**config.mk**
```make
export PLATFORM = sky130hd
export DESIGN_NAME = wb_port_arbiter
export DESIGN_NICKNAME = d
export VERILOG_FILES = /design/src/rtl/wb_pkg.sv /design/src/rtl/wb_age_counter.sv /design/src/rtl/wb_port_arbiter.sv
export SDC_FILE = /design/constraint.sdc
export NUM_CORES = 1
export LEC_CHECK = 0
export BUFFER_PORTS_ARGS = -buffer_cell sky130_fd_sc_hd__buf_4
export CORE_ASPECT_RATIO = 0.5
export CORE_MARGIN = 2
export CORE_UTILIZATION = 48
export CTS_CLUSTER_SIZE = 24
export DETAILED_ROUTE_END_ITERATION = 7
export PLACE_DENSITY = 0.9
export SYNTH_ARGS = -nofsm -noshare
export SYNTH_HDL_FRONTEND = slang
export SYNTH_SLANG_ARGS = --single-unit
```
**constraint.sdc**
```tcl
create_clock -name CLK -period 3.1 [get_ports CLK]
set_input_delay 0 -clock CLK [delete_from_list [all_inputs] [get_ports CLK]]
set_output_delay 0 -clock CLK [all_outputs]
set_load 0.05 [all_outputs]
```
**src/rtl/wb_pkg.sv**
```systemverilog
// Shared types and default widths for the writeback port arbiter.
package wb_pkg;

    localparam int WB_DATA_W = 32;
    localparam int WB_ADDR_W = 5;

    typedef enum logic {
        WB_SRC_M = 1'b0,
        WB_SRC_E = 1'b1
    } wb_src_t;

    typedef enum logic [1:0] {
        IDLE = 2'd0,
        WR_M = 2'd1,
        WR_E = 2'd2
    } wb_state_t;

endpackage

```
**src/rtl/wb_age_counter.sv**
```systemverilog
// Saturating count of consecutive cycles the execute requester has been refused.
module wb_age_counter
    import wb_pkg::*;
#(
    parameter int MAX_WAIT = 4
) (
    input  logic clk,
    input  logic rst_n,
    input  logic inc,
    input  logic clr,
    output logic sat
);

    localparam int CNT_W = $clog2(MAX_WAIT + 1);
    // MAX_WAIT = 0 would give a zero-width counter; keep one bit that never leaves 0
    localparam int CW = (CNT_W > 0) ? CNT_W : 1;
    localparam logic [CW-1:0] MAX_C = CW'(MAX_WAIT);

    logic [CW-1:0] cnt;

    always_ff @(posedge clk or negedge rst_n) begin
        if (!rst_n) begin
            cnt <= '0;
        end else if (clr) begin
            cnt <= '0;
        end else if (inc && !sat) begin
            cnt <= cnt + CW'(1);
        end
    end

    assign sat = (cnt == MAX_C);

endmodule

```
**src/rtl/wb_port_arbiter.sv**
```systemverilog
// Arbitrates the single register-file write port between execute and load paths.
// Optional same-cycle bypass outputs are enabled with `define WB_FWD_EN.
module wb_port_arbiter
    import wb_pkg::*;
#(
    parameter int DATA_W   = WB_DATA_W,
    parameter int ADDR_W   = WB_ADDR_W,
    parameter int MAX_WAIT = 4
) (
    input  logic              CLK,
    input  logic              RST_N,
    input  logic              E_VALID,
    output logic              E_READY,
    input  logic [ADDR_W-1:0] E_RD,
    input  logic [DATA_W-1:0] E_DATA,
    input  logic              M_VALID,
    output logic              M_READY,
    input  logic [ADDR_W-1:0] M_RD,
    input  logic [DATA_W-1:0] M_DATA,
    output logic              RF_WE,
    output logic [ADDR_W-1:0] RF_WADDR,
    output logic [DATA_W-1:0] RF_WDATA,
`ifdef WB_FWD_EN
    output logic              FWD_VALID,
    output logic [ADDR_W-1:0] FWD_RD,
    output logic [DATA_W-1:0] FWD_DATA,
`endif
    output logic              CRT_WB
);

    wb_state_t         state_p1, state_nxt;
    wb_src_t           src_p1, src_p0;
    logic [ADDR_W-1:0] waddr_p1, waddr_p0;
    logic [DATA_W-1:0] wdata_p1, wdata_p0;
    logic              e_sat, m_win, m_xfer, e_xfer, wr_p0;

    wb_age_counter #(.MAX_WAIT(MAX_WAIT)) u_age (
        .clk  (CLK),
        .rst_n(RST_N),
        .inc  (E_VALID && !E_READY),
        .clr  (!E_VALID || e_xfer),
        .sat  (e_sat)
    );

    // Stage p0: grant and select the transfer for this cycle
    always_comb begin
        m_win    = M_VALID && !(E_VALID && e_sat);
        M_READY  = RST_N && m_win;
        E_READY  = RST_N && !m_win && E_VALID;
        m_xfer   = M_VALID && M_READY;
        e_xfer   = E_VALID && E_READY;
        src_p0   = m_xfer ? WB_SRC_M : WB_SRC_E;
        waddr_p0 = m_xfer ? M_RD : E_RD;
        wdata_p0 = m_xfer ? M_DATA : E_DATA;
        // x0 writes are accepted but never reach the register file
        wr_p0    = (m_xfer || e_xfer) && (waddr_p0 != '0);
    end

    always_comb begin
        state_nxt = IDLE;
        if (m_xfer && (M_RD != '0)) begin
            state_nxt = WR_M;
        end else if (e_xfer && (E_RD != '0)) begin
            state_nxt = WR_E;
        end
    end

    // Stage p1: registered write port
    always_ff @(posedge CLK or negedge RST_N) begin
        if (!RST_N) begin
            state_p1 <= IDLE;
        end else begin
            state_p1 <= state_nxt;
        end
    end

    always_ff @(posedge CLK or negedge RST_N) begin
        if (!RST_N) begin
            src_p1   <= WB_SRC_M;
            waddr_p1 <= '0;
            wdata_p1 <= '0;
        end else if (wr_p0) begin
            src_p1   <= src_p0;
            waddr_p1 <= waddr_p0;
            wdata_p1 <= wdata_p0;
        end
    end

    assign RF_WE    = (state_p1 != IDLE);
    assign RF_WADDR = waddr_p1;
    assign RF_WDATA = wdata_p1;
    assign CRT_WB   = (src_p1 == WB_SRC_E);

`ifdef WB_FWD_EN
    assign FWD_VALID = wr_p0;
    assign FWD_RD    = waddr_p0;
    assign FWD_DATA  = wdata_p0;
`endif

endmodule

```
# Yosys cells after proc, flatten, opt, wreduce, memory -nomap -nowiden
# Index checks and enable logic that the tools add are counted.
dict set report word_totals {
  regBits 43
  output_inout_bits 41
  elab_cells 38
}
dict set report op_classes {
  addsub 1
  eq_ne 1
  muxes 7
  n_reduce_logical 24
}
# cell count
set ops {}
lappend ops {{$mux 32} 1}
lappend ops {{$reduce_bool 5->1} 3}
lappend ops {{$logic_and 1x1->1} 12}
lappend ops {{$mux 3} 2}
lappend ops {{$logic_not 1->1} 5}
lappend ops {{$mux 5} 1}
lappend ops {{$mux 2} 2}
lappend ops {{$reduce_bool 2->1} 2}
lappend ops {{$add 3x1->3 const B} 1}
lappend ops {{$eq 3x3->1 const B} 1}
lappend ops {{$logic_or 1x1->1} 2}
lappend ops {{$mux 1} 1}

# Longest topological paths before layout
# Gate-level depths: netlist of the first run.
dict set report depth {
  depth_word 12
  depth_mapped 8
  depth_no_buf 7
}

# Cells and area by module
# From an unflattened synthesis of the first run, not the netlist that was laid out.
dict set report unflattened {
  hier_cells 174
  area_unflattened_um2 2406.1
}
# mod instances cells_each area_each_um2 seq_area_each_um2
set modules_own_cells {}
lappend modules_own_cells {wb_port_arbiter 1 156 2208.4 1001.0}
lappend modules_own_cells {wb_age_counter 1 18 197.7 75.1}

# Worst setup path before layout of the first run
# OpenSTA, ideal clock, no wires.
dict set report synth_path {
  path_kind {reg2reg}
  from {register u_age.cnt[0]}
  to {register waddr_p1[1] (netlist: RF_WADDR[1])}
  setup_ns 0.129
  arrival_time_ns 1.557
  t_required_ns 2.971
  slack_ns 1.414
  path_stages_with_launch 8
  n_path_buf 0
  path_cell_list {dfrtp_1 -> inv_1 -> ha_1 -> nand3_1 -> nand3_2 -> inv_1 -> a221o_1 -> nand3_1}
}
dict set report synth_via {
  word_cells_on_any_way 14
  classes_between {eq/ne: 1; mux: 1; reduce/logical: 12}
}
# item line
set synth_rtl {}
lappend synth_rtl {{start: declaration} wb_age_counter.sv:19} ;# logic [CW-1:0] cnt;
lappend synth_rtl {{start signal: assignment} wb_age_counter.sv:27} ;# cnt <= cnt + CW'(1);
lappend synth_rtl {{$eq 3x3->1 *} wb_age_counter.sv:31} ;# assign sat = (cnt == MAX_C);
lappend synth_rtl {{$logic_and 1x1->1 *} wb_port_arbiter.sv:47} ;# m_win = M_VALID && !(E_VALID && e_sat);
lappend synth_rtl {{$logic_not 1->1 *} wb_port_arbiter.sv:47}
lappend synth_rtl {{$logic_and 1x1->1 *} wb_port_arbiter.sv:47}
lappend synth_rtl {{$logic_and 1x1->1 *} wb_port_arbiter.sv:48} ;# M_READY = RST_N && m_win;
lappend synth_rtl {{net M_READY} wb_port_arbiter.sv:17} ;# output logic M_READY,
lappend synth_rtl {{$logic_and 1x1->1 *} wb_port_arbiter.sv:50} ;# m_xfer = M_VALID && M_READY;
lappend synth_rtl {{$mux 5} wb_port_arbiter.sv:53} ;# waddr_p0 = m_xfer ? M_RD : E_RD;
lappend synth_rtl {{$reduce_bool 5->1} wb_port_arbiter.sv:56} ;# wr_p0 = (m_xfer || e_xfer) && (waddr_p0 != '0);
lappend synth_rtl {{$logic_and 1x1->1} wb_port_arbiter.sv:56}
lappend synth_rtl {{end signal: assignment} wb_port_arbiter.sv:84} ;# waddr_p1 <= waddr_p0;
lappend synth_rtl {{end: declaration} wb_port_arbiter.sv:33} ;# logic [ADDR_W-1:0] waddr_p1, waddr_p0;
# Mark *: on every way through the listed nets, which the timed path passes. The rest lies on a longest branch.
# A chain may end at the register's enable or synchronous reset.

# Final worst setup path of the first run
dict set report layout_path {
  from {input RST_N}
  to {register wdata_p1[0] (netlist: RF_WDATA[0])}
}
dict set report layout_via {
  elab_chain_len 5
  word_cells_on_any_way 10
  classes_between {mux: 2; reduce/logical: 8}
}
# item line
set layout_rtl {}
lappend layout_rtl {{start: declaration} wb_port_arbiter.sv:11} ;# input logic RST_N,
lappend layout_rtl {{$logic_and 1x1->1, on equally long branches} {wb_port_arbiter.sv:48, wb_port_arbiter.sv:49}}
lappend layout_rtl {{$logic_and 1x1->1, on equally long branches} {wb_port_arbiter.sv:50, wb_port_arbiter.sv:49}}
lappend layout_rtl {{$mux 5 / $logic_and 1x1->1 (equally long branches)} {wb_port_arbiter.sv:53, wb_port_arbiter.sv:51}}
lappend layout_rtl {{$reduce_bool 5->1 / $logic_or 1x1->1 (equally long branches)} wb_port_arbiter.sv:56}
lappend layout_rtl {{$logic_and 1x1->1} wb_port_arbiter.sv:56}
lappend layout_rtl {{end signal: assignment} wb_port_arbiter.sv:85} ;# wdata_p1 <= wdata_p0;
lappend layout_rtl {{end: declaration} wb_port_arbiter.sv:34} ;# logic [DATA_W-1:0] wdata_p1, wdata_p0;
# Several ways; a longest one is shown, not always the timed one.

==> results.txt, run 1 <==
For the post-synth net total, the log shows 245. The tools report the end-of-flow core utilization as 0.7329. The number of I/O port buffers was 118.

The setup TNS was 0 ps; the synthesized area per cell was 13.35 µm². The sequential cell area fraction in the yosys report came out at 0.4886. For flop-to-flop paths, the worst setup slack is 660 ps. For the starting density of the core, the log shows 0.5001.

In this run, the number of DRC markers left after iteration 0 of detailed routing was 85. STA puts the critical path data arrival time at 2730 ps. Relative slew slack: 0.5244. The highest layer used for signal routing was met4. The area share of the largest cell type after synthesis was 0.4886; the total die area was 5179 µm². The type of destination of the critical path was a flop.

For this design the top-level I/O count stands at 119. Startpoint-to-endpoint class of the critical path: in2reg. The startpoint identified for the worst hold timing path is M_DATA[2]. The first global-routing pass estimated 10.15 mm of wire. The overall power was 0.001813 W.

Along the worst hold path, the cell count comes to 3. The area used by sequential logic in the layout was 1076 µm². STA classifies the critical path startpoint as an input port. The number of setup violations in the final report is 0.

The worst register-to-register path has a depth of 7. Sorting the synthesized cells by how often they occur yields 43 x sky130_fd_sc_hd__dfrtp_1, 36 x sky130_fd_sc_hd__o22ai_1, 30 x sky130_fd_sc_hd__a2bb2oi_2, 6 x sky130_fd_sc_hd__a2bb2oi_1, 6 x sky130_fd_sc_hd__buf_6. Weighted congestion at the end of routability-driven global placement: 0.7268. Once detail routing completed, the nets flagged for antenna violations numbered 0. Summing all multi-input logic gate instances after layout gives 1006 µm². For the highest achievable clock rate, the log shows 396.6 MHz. The final routed wire length divided by cell count was 18.73 µm.

The tools report the launch point of the worst reg-to-reg path as u_age.cnt[0]$_DFFE_PN0P_. Share of the cycle needed by the critical path after routing: 0.8133. The number of vias per cell after detailed routing was 5.703; the maximum VDD drop was 0.2937 mV.

The clock period minus worst slack is 2521 ps. The total of flip-flops plus latches after synthesis is 43, and the met2 layer wire length in the routed design is 3.497 mm. The tools report the number of warning messages in the yosys log as 0. For this run, the leading register cell type out of synthesis is sky130_fd_sc_hd__dfrtp_1.

The filler cells instantiated in the layout total 271. Prior to clock tree synthesis, the placed netlist has a worst setup slack of 733.8 ps. The number of distinct library cells after synthesis came out at 29.

In the post-route analysis, the smallest setup slack over all paths is 578.9 ps. Setup repair after global routing left no endpoint under its margin. Total overflow reported by the global router: 0.

The share of flip-flops with an asynchronous set or reset is 1.000, and the routed via count is 1962. After floorplanning, the core was divided into 17 placement rows. The logs give 43 for the total clock sinks and 5 for the CTS buffer count.

STA puts the critical path data required time at 3300 ps. The area growth from synthesis to final layout came out at 46.53%. The combined area of all synthesized cells was 2202 µm²; the source-to-sink clock delay at the later pin of the worst-skew pair was 300 ps. The final setup skew is 6.474 ps. The most numerous cell in the Yosys netlist was sky130_fd_sc_hd__dfrtp_1.

Measured along the x axis, the die boundary spans 99.79 µm. Number of max-capacitance violations reported: 0. The routed length on met3 was 246 µm. The hold path endpoint is RF_WDATA[2]$_DFFE_PN0P_. Power spread over the standard cell area amounts to 561.9 nW/µm².

For the net total in the final layout, the log shows 366. The post-CTS setup-driven buffer insertion count is 0. Post-cts resize count: 0. The static leakage was 1.484 nW. The via count of the first global-routing pass was 2024; the largest net degree at the start of global routing was 49. For the total core area, the log shows 4403 µm². The logs give 165 for the post-synthesis cell count and 0 for the initial antenna violation count. Largest driver fanout on the critical path: 48. At the pin with the least slew margin, the transition time is 713.3 ps. The floorplan step set the die height to 51.90 µm.

The tools report the worst setup path startpoint as RST_N. The tree is rooted in a sky130_fd_sc_hd__clkbuf_8. The tools report the maximum count of clock buffers along a single path as 2. The final wirelength is 6.442 mm. Fraction of final layout cells with drive strength greater than 1: 0.5854.

The tools report the end of the worst register-to-register path as RF_WDATA[0]$_DFFE_PN0P_. The DRC violation count after routing was 0; the detailed-router iteration count before antenna repair was 4. The run gives 6.924 ps as the worst hold-check slack. The number of endpoints with negative hold slack in the final report was 0.

Yosys attributes the largest share of cell area to sky130_fd_sc_hd__dfrtp_1 49%, sky130_fd_sc_hd__a2bb2oi_2 20%, sky130_fd_sc_hd__o22ai_1 10%. The total track usage came out at 0.2599. The clock-pin slew on the worst setup and hold paths came out at 90 ps. TritonCTS built the clock tree. The estimated wirelength of the detail-placed design is 4.565 mm. The run finished with clean final reports.

The H-tree depth reported by CTS was 2. The run gives 2.410 mm as the wire length the detailed router placed on met1. In this run, synthesis inferred 0 flip-flops with an integrated enable. 0 antenna diodes ended up in the layout. The largest total area in the synthesized netlist belongs to sky130_fd_sc_hd__dfrtp_1.

The run gives 0 as the max-slew violation count. The tightest min-delay check is of the in2reg type.
worst max-delay path, stage by stage:
cell,delay (ps)
sky130_fd_sc_hd__dlygate4sd3_1,530
sky130_fd_sc_hd__buf_4,490
sky130_fd_sc_hd__nand3_2,570
sky130_fd_sc_hd__o22ai_4,340
sky130_fd_sc_hd__buf_4,500
sky130_fd_sc_hd__a2bb2oi_1,270
cell usage in the layout, fill, tap and decap left out:
cell,synthesis,routed
sky130_fd_sc_hd__a211oi_1,1,1
sky130_fd_sc_hd__a21o_1,1,1
sky130_fd_sc_hd__a21oi_1,1,1
sky130_fd_sc_hd__a221o_1,1,1
sky130_fd_sc_hd__a22oi_1,1,1
sky130_fd_sc_hd__a2bb2oi_1,6,6
sky130_fd_sc_hd__a2bb2oi_2,30,30
sky130_fd_sc_hd__buf_4,0,123
sky130_fd_sc_hd__clkbuf_1,5,2
sky130_fd_sc_hd__clkbuf_8,0,5
sky130_fd_sc_hd__clkinv_2,0,1
sky130_fd_sc_hd__dfrtp_1,43,43
sky130_fd_sc_hd__dlygate4sd3_1,0,5
sky130_fd_sc_hd__ha_1,2,2
sky130_fd_sc_hd__inv_1,5,5
sky130_fd_sc_hd__mux2_2,1,1
sky130_fd_sc_hd__mux2i_1,1,1
sky130_fd_sc_hd__mux2i_4,1,1
sky130_fd_sc_hd__nand2_1,3,3
sky130_fd_sc_hd__nand3_1,2,2
sky130_fd_sc_hd__nand3_2,1,1
sky130_fd_sc_hd__nor2_1,3,3
sky130_fd_sc_hd__nor2_8,2,2
sky130_fd_sc_hd__nor2b_1,3,3
sky130_fd_sc_hd__o211ai_1,1,1
sky130_fd_sc_hd__o21ai_0,1,1
sky130_fd_sc_hd__o22a_1,1,1
sky130_fd_sc_hd__o22ai_1,36,36
sky130_fd_sc_hd__o22ai_4,1,1
sky130_fd_sc_hd__or2_2,1,1
sky130_fd_sc_hd__or4_4,2,2
through the flow:
step / instances / cell area (µm²)
2_1_floorplan: 165 / 2202
3_3_place_gp: 331 / 3095
3_5_place_dp: 331 / 3095
4_1_cts: 344 / 3227
5_1_grt: 344 / 3227
6_report: 344 / 3227
routing by layer:
metal | vias up | global-route usage
met4 | 0 | 0.1438
met1 | 949 | 0.3002
met3 | 27 | 0.04973
met5 | - | 0
met2 | 85 | 0.4673
li1 | 901 | -
timing repair:
action	CTS	global route
hold buffers	5	0
endpoints found under the hold margin	50	0
setup endpoints to repair	0	0
flip-flops by register name, summed over array words and instances (netlist names):
| name | flops |
|---|---|
| RF_WADDR | 5 |
| state_p1 | 2 |
| RF_WDATA | 32 |
| CRT_WB | 1 |
| u_age.cnt | 3 |
where the power goes:
| part | total (W) | internal (W) | switching (W) |
|---|---|---|---|
| clock network | 0.000353 | 0.000158 | 0.000194 |
| registers | 0.000707 | 0.000642 | 0.0000652 |
| logic | 0.000753 | 0.000309 | 0.000445 |
cell families after synthesis:
family	Yosys count	share of synthesized area
AO/OA/AOI/OAI	81	0.3665
flip-flops	43	0.4886
buffers and inverters	19	0.05454
AND/OR/NAND/NOR	17	0.05909
multiplexers	3	0.01989
adder cells (fa/ha/maj)	2	0.01136
layout make-up:
class                      instances  share of cell area
timing repair buffer             128              0.3017
tap                               57             0.02210
inverter                           5            0.005816
sequential                        43              0.3335
multi-input combinational        103              0.3117
clock buffer                       7             0.02365
clock inverter                     1            0.001551
how the worst max path moves through the flow:
stage,cells past startpoint,to
after CTS,6,RF_WDATA[0]$_DFFE_PN0P_
after floorplan,7,RF_WADDR[1]$_DFFE_PN0P_
after global routing,6,RF_WDATA[0]$_DFFE_PN0P_
after detailed placement,7,RF_WDATA[0]$_DFFE_PN0P_
final,6,RF_WDATA[0]$_DFFE_PN0P_
after global placement,7,RF_WDATA[5]$_DFFE_PN0P_
Power figures use the tool's default switching activity.
==> inputs of run 2 (changes only) <==
Settings changed: CORE_UTILIZATION 48 to 45, PLACE_DENSITY 0.9 to 0.85.
Clock period 3.1 ns to 2.35 ns, I/O delays scaled along.
==> results.txt, run 2 (same netlist as run 1, synthesis figures left out) <==
The slew at the pin closest to its max-slew limit came out at 577.7 ps (-135.7 ps). Path class of the lowest-slack min-delay path: in2reg. The top-level I/O count was 119 (unchanged); the number of I/O port buffers was 118 (unchanged). The total clock sinks was 43 (unchanged). The final routed wire length divided by cell count was 17.07 µm (-8.8%).

The tools report the setup TNS as 0 ps (unchanged). For the post-CTS setup-driven buffer insertion count, the log shows 0 (unchanged). The power density of the placed cells came out at 735.2 nW/µm² (+31%). For the number of setup violations in the final report, the log shows 0 (unchanged). TritonCTS built the clock tree. The detailed-router iteration count before antenna repair came out at 4 (unchanged).

The highest achievable clock rate was 524.9 MHz; the global-route wire length before repair was 9.315 mm (-8.2%). CTS buffer count: 5 (unchanged). The startpoint-to-endpoint class of the critical path is reg2out. The logs give 0.4020 mV (+37%) for the maximum VDD drop and 0 (unchanged) for the number of max-capacitance violations reported.

The static leakage was 1.503 nW (+1.3%); the initial antenna violation count was 0 (unchanged). The top cell types in the final layout, fill and taps aside, are 127 x sky130_fd_sc_hd__buf_4, 43 x sky130_fd_sc_hd__dfrtp_1, 36 x sky130_fd_sc_hd__o22ai_1. The data required time of the worst path was 2350 ps (-950 ps). Routed via count: 1905 (-2.9%).

The largest driver fanout on the critical path was 20 (-58%). The logs give 0 (unchanged) for the post-cts resize count and 0 (unchanged) for the number of endpoints with negative hold slack in the final report. The via count of the first global-routing pass is 1906 (-5.8%). Arrival time at the worst endpoint: 1910 ps (-820 ps).

The largest net degree at the start of global routing came out at 47 (-4.1%). The area growth from synthesis to final layout is 48.24%. The delay of the slowest cell on the worst path works out to 400 ps (-170 ps). The tools report the post-cts hold buffer count as 3 (-2). The clock period could shrink to 1905 ps. The library cell used most frequently in the layout, excluding fill and tap cells, is sky130_fd_sc_hd__buf_4.

The run finished with clean final reports. Clock root buffer: sky130_fd_sc_hd__clkbuf_8. The register-to-register path setup slack was 480 ps (-180 ps).

For the H-tree depth reported by CTS, the log shows 2 (unchanged). In this design, the largest share of critical-path delay is due to buffers and inverters. Maximum count of clock buffers along a single path: 2 (unchanged).

Share of the cycle needed by the critical path after routing: 0.8107. For the number of diodes, the log shows 0 (unchanged). Among all stages on the critical path, the largest delay is contributed by sky130_fd_sc_hd__dfrtp_1.

The height of the die is 53.47 µm (+3.0%), and the fraction of final layout cells with drive strength greater than 1 is 0.5986 (+0.01325). The number of vias per cell after detailed routing was 5.366 (-5.9%); the cell area reported after detailed placement was 3137 µm² (+1.3%). For the total die area, the log shows 5503 µm² (+6.3%).

The clock-pin slew on the worst setup and hold paths was 80 ps (about the same); the total track usage was 0.2249 (-0.03500). For the total overflow reported by the global router, the log shows 0 (unchanged). STA classifies the critical path endpoint as an output pin. The estimated wirelength of the detail-placed design is 4.638 mm (+1.6%), and the number of buffer and inverter stages on the critical path is 4 (+1). The DRC violation count after routing was 0 (unchanged). The row count was 17 (unchanged); the number of nets with antenna violations after detailed routing was 0 (unchanged). The source-to-sink clock delay at the later pin of the worst-skew pair came out at 290 ps (about the same). The weighted congestion at the end of routability-driven global placement is 0.7473 (+2.8%). The run gives 4552 µm² (+3.4%) as the total core area. The signal on the critical path passes through inv_1 -> ha_1 -> nand3_1 -> nand3_2 -> buf_4 -> inv_1 -> buf_4.

STA classifies the critical path startpoint as a flop. The logs give 0.4838 (-0.01636) for the starting density of the core and 369 (+0.82%) for the net total in the final layout. The initial DRC count was 77 (-9.4%). The run gives 7.714 ps (+1.240 ps) as the final setup skew.

The relative slew slack was 0.6149 (+0.09044). The width of the die is 102.9 µm (+3.1%). For the max-slew violation count, the log shows 0 (unchanged).

Setup repair after global routing left no endpoint under its margin. The final wirelength came out at 6.061 mm (-5.9%). The number of flip-flops under the largest register name is 32 (unchanged), and the area of all placed cells without fillers is 3264 µm² (+1.2%).
==> run 2: cell types whose count changed in the layout (fill, tap and decap cells not counted), sizes merged <==
| cell | before | now |
|---|---|---|
| buf | 123 | 127 |
| clkbuf | 7 | 6 |
| dlygate4sd3 | 5 | 4 |
==> run 2: per-stage QoR <==
stage          utilization  total power (W)  setup slack, ps  std cells  hold WS [ps]
2_1_floorplan            -         0.001579            663.8        165        -295.6
4_1_cts             0.7150         0.002408            442.6        354         2.308
6_report            0.7172         0.002400            444.8        355         9.612
3_3_place_gp        0.6891         0.001904            618.1        344         134.0
5_1_grt             0.7172         0.002499            304.3        355         3.925
3_5_place_dp        0.6891         0.001932            513.2        344         141.5
==> run 2: worst min-delay path, cell delays in order <==
cell and delay (ps):
sky130_fd_sc_hd__buf_4 80, sky130_fd_sc_hd__o22ai_1 70, sky130_fd_sc_hd__a2bb2oi_2 120
==> run 2: report_power, final <==
| group | switching, W | leakage (nW) | internal, W |
|---|---|---|---|
| clock | 0.000249 | 0.0470 | 0.000231 |
| combinational | 0.000582 | 0.966 | 0.000410 |
| sequential | 0.0000819 | 0.490 | 0.000847 |
| total | 0.000912 | 1.50 | 0.00149 |
==> run 2: cell type report <==
| cell class | count | area, µm² |
|---|---|---|
| clock buffers | 6 | 82.58 |
| well taps | 66 | 82.58 |
| multi-input cells | 103 | 1006 |
| inverters | 5 | 18.77 |
| repair buffers | 131 | 993.5 |
| fillers | 325 | 1287 |
| clock inverters | 1 | 5.005 |
| flip-flops and latches | 43 | 1076 |
==> run 2: path summary, 6_finish.rpt <==
| kind | start | endpoint | cells past startpoint |
|---|---|---|---|
| setup reg to reg | u_age.cnt[0]$_DFFE_PN0P_ | RF_WADDR[1]$_DFFE_PN0P_ | 8 |
| hold reg to reg | RF_WDATA[11]$_DFFE_PN0P_ | RF_WDATA[11]$_DFFE_PN0P_ | 1 |
| hold / removal | M_DATA[28] | RF_WDATA[28]$_DFFE_PN0P_ | 3 |
| max in group asynchronous | RST_N | RF_WDATA[16]$_DFFE_PN0P_ | 3 |
| min in group asynchronous | RST_N | RF_WDATA[0]$_DFFE_PN0P_ | 3 |
| setup / recovery | u_age.cnt[0]$_DFFE_PN0P_ | M_READY | 7 |
==> run 2: routing by layer <==
metal  up-vias  global-route usage  routed length (µm)
met4         0             0.04825                  29
met2        63              0.4004                3289
li1        903                   -                   -
met1       937              0.2768                2500
met5         -                   0                   0
met3         2             0.06077                 242
==> inputs of run 3 (changes only) <==
Clock period 2.35 ns to 1.9 ns, I/O delays scaled along.
==> results.txt, run 3 (same netlist as run 1, synthesis figures left out) <==
For the total track usage, the log shows 0.2275 (+0.002629). Based on the critical path, the design can be clocked at up to 550.5 MHz. The width of the die is 102.9 µm (unchanged), and the largest net degree at the start of global routing is 37 (-21%). The row count came out at 17 (unchanged). The CTS buffer count is 5 (unchanged).

The run gives 0 (unchanged) as the number of nets with antenna violations after detailed routing. In this run the most critical hold path is launched from M_DATA[28]. The via count of the first global-routing pass came out at 1938 (+1.7%). The setup TNS came out at 0 ps (unchanged). The height of the die was 53.47 µm (unchanged); the data required time of the worst path was 1900 ps (-450 ps). The hold-critical path depth works out to 3 (unchanged).

The overall power is 0.003017 W (+26%). The endpoint identified for the worst register-to-register timing path is RF_WDATA[5]$_DFFE_PN0P_. The number of flip-flops under the largest register name came out at 32 (unchanged).

The total core area was 4552 µm² (unchanged). The pre-CTS worst setup slack is 82.37 ps (-430.8 ps). The run gives 0 (unchanged) as the post-CTS setup-driven buffer insertion count. Hold path endpoint: RF_WDATA[28]$_DFFE_PN0P_. The maximum VDD drop was 0.5565 mV (+38%). In this run the critical register-to-register path is launched from u_age.cnt[0]$_DFFE_PN0P_.

The initial DRC count was 64 (-17%). The tools report the cell area reported after detailed placement as 3167 µm² (+0.96%). The critical path in this run is classified as reg2out. The run gives 2 (unchanged) as the H-tree depth reported by CTS.

In the layout the commonest cells are 122 x sky130_fd_sc_hd__buf_4, 43 x sky130_fd_sc_hd__dfrtp_1, 36 x sky130_fd_sc_hd__o22ai_1. The fraction of final layout cells with drive strength greater than 1 is 0.5945 (-0.004114). The run finished with clean final reports. Commonest non-fill, non-tap cell in the layout: sky130_fd_sc_hd__buf_4. The path class of the lowest-slack min-delay path is in2reg. The final setup skew is 10.32 ps (+2.606 ps), and the initial antenna violation count is 0 (unchanged). The final routed wire length divided by cell count is 16.89 µm (-1.1%), and the global-route wire length before repair is 9.384 mm (+0.74%). The relative slew slack was 0.7162 (+0.1014). The number of max-capacitance violations reported was 0 (unchanged). STA classifies the critical path endpoint as an output pin. The share of the cycle needed by the critical path after routing is 0.9561, and the static leakage is 1.530 nW (+1.8%). For the number of filler instances in the final layout, the log shows 307 (-5.5%).

For the number of diodes, the log shows 0 (unchanged). The top-level I/O count came out at 119 (unchanged). The power density of the placed cells is 902.1 nW/µm² (+23%).

The largest driver fanout on the critical path was 20 (unchanged); the detailed-router iteration count before antenna repair was 4 (unchanged). TritonCTS built the clock tree. The area of all placed cells without fillers was 3344 µm² (+2.5%); the arrival time at the worst endpoint was 1820 ps (-90 ps). The net total in the final layout came out at 370 (+0.27%). The run gives 0.7487 (+0.19%) as the weighted congestion at the end of routability-driven global placement. Source-to-sink clock delay at the later pin of the worst-skew pair: 300 ps (about the same). The worst setup path is launched from a flop.

The register-to-register path setup slack is 120 ps (-360 ps). The number of vias per cell after detailed routing came out at 5.403 (+0.69%). The routed via count is 1929 (+1.3%), and the max-slew violation count is 0 (unchanged). The slew at the pin closest to its max-slew limit came out at 425.6 ps (-152.0 ps). Number of setup violations in the final report: 0 (unchanged).

The clock-pin slew on the worst setup and hold paths is 80 ps (about the same). The logs give 6.028 mm (-0.54%) for the final wirelength and 5503 µm² (unchanged) for the total die area. The number of endpoints with negative hold slack in the final report was 0 (unchanged); the total overflow reported by the global router was 0 (unchanged). The starting density of the core came out at 0.4838 (unchanged). The tree is rooted in a sky130_fd_sc_hd__clkbuf_8.

The area growth from synthesis to final layout was 51.88%; the number of cells on the worst reg-to-reg path was 7 (-1). The total clock sinks is 43 (unchanged), and the maximum count of clock buffers along a single path is 2 (unchanged). For the finished layout, the period the worst path requires is 1817 ps. The estimated wirelength of the detail-placed design came out at 4.477 mm (-3.5%). Number of I/O port buffers: 118 (unchanged). For the DRC violation count after routing, the log shows 0 (unchanged).

The worst-case setup margin in the final layout came out at 83.45 ps (-361.4 ps).
-- run 3: how the worst max path moves through the flow --
stage                               to                startpoint  slack [ps]  cells past startpoint
2_1_floorplan  RF_WADDR[1]$_DFFE_PN0P_  u_age.cnt[0]$_DFFE_PN0P_         210                      7
3_3_place_gp   RF_WADDR[1]$_DFFE_PN0P_  u_age.cnt[0]$_DFFE_PN0P_         190                      8
3_5_place_dp   RF_WADDR[1]$_DFFE_PN0P_  u_age.cnt[0]$_DFFE_PN0P_          80                      8
4_1_cts                        M_READY  u_age.cnt[0]$_DFFE_PN0P_          10                      7
5_1_grt                        M_READY  u_age.cnt[0]$_DFFE_PN0P_          -1                      7
6_report                       M_READY  u_age.cnt[0]$_DFFE_PN0P_          80                      7
-- run 3: power by group --
part	switching [W]	internal (W)
clock	0.000302	0.000332
combinational	0.000721	0.000517
sequential	0.0000981	0.00105
total	0.00112	0.00190
-- run 3: what timing repair did --
| item | 4_1_cts | 5_1_grt |
|---|---|---|
| endpoints found under the hold margin | 50 | 0 |
| hold buffers | 6 | 0 |
| setup endpoints to repair | 0 | 3 |
| resized for setup | 0 | 4 |
-- run 3: final cells by class --
cell class                      instances  area, µm²  share of cell area
Multi-Input combinational cell        103       1016              0.3038
Sequential cell                        43       1076              0.3217
Inverter                                5      18.77            0.005612
Tap cell                               66      82.58             0.02469
Timing Repair Buffer                  132       1051              0.3143
Clock buffer                            8      100.1             0.02993
-- run 3: per-stage QoR --
step,hold WS (ps),util,cells
after CTS,0.4905,0.7309,357
after global routing,8.065,0.7347,357
final,4.334,0.7347,357
after detailed placement,-148.3,0.6957,343
after floorplan,-295.6,-,165
after global placement,-152.5,0.6957,343
-- run 3: critical path, cell delays in order, from the launching register on --
cell and delay (ps):
sky130_fd_sc_hd__dfrtp_1 390, sky130_fd_sc_hd__inv_1 100, sky130_fd_sc_hd__ha_2 220, sky130_fd_sc_hd__nand3_1 150, sky130_fd_sc_hd__nand3_4 180, sky130_fd_sc_hd__buf_8 180
sky130_fd_sc_hd__inv_1 90, sky130_fd_sc_hd__buf_4 200
-- run 3: per-layer routing --
layer	wire length, µm	GRT usage	vias to the layer above
met5	0	0	-
met4	84	0.07895	0
met3	224	0.04756	11
met2	3202	0.3896	46
met1	2517	0.2896	959
li1	-	-	913
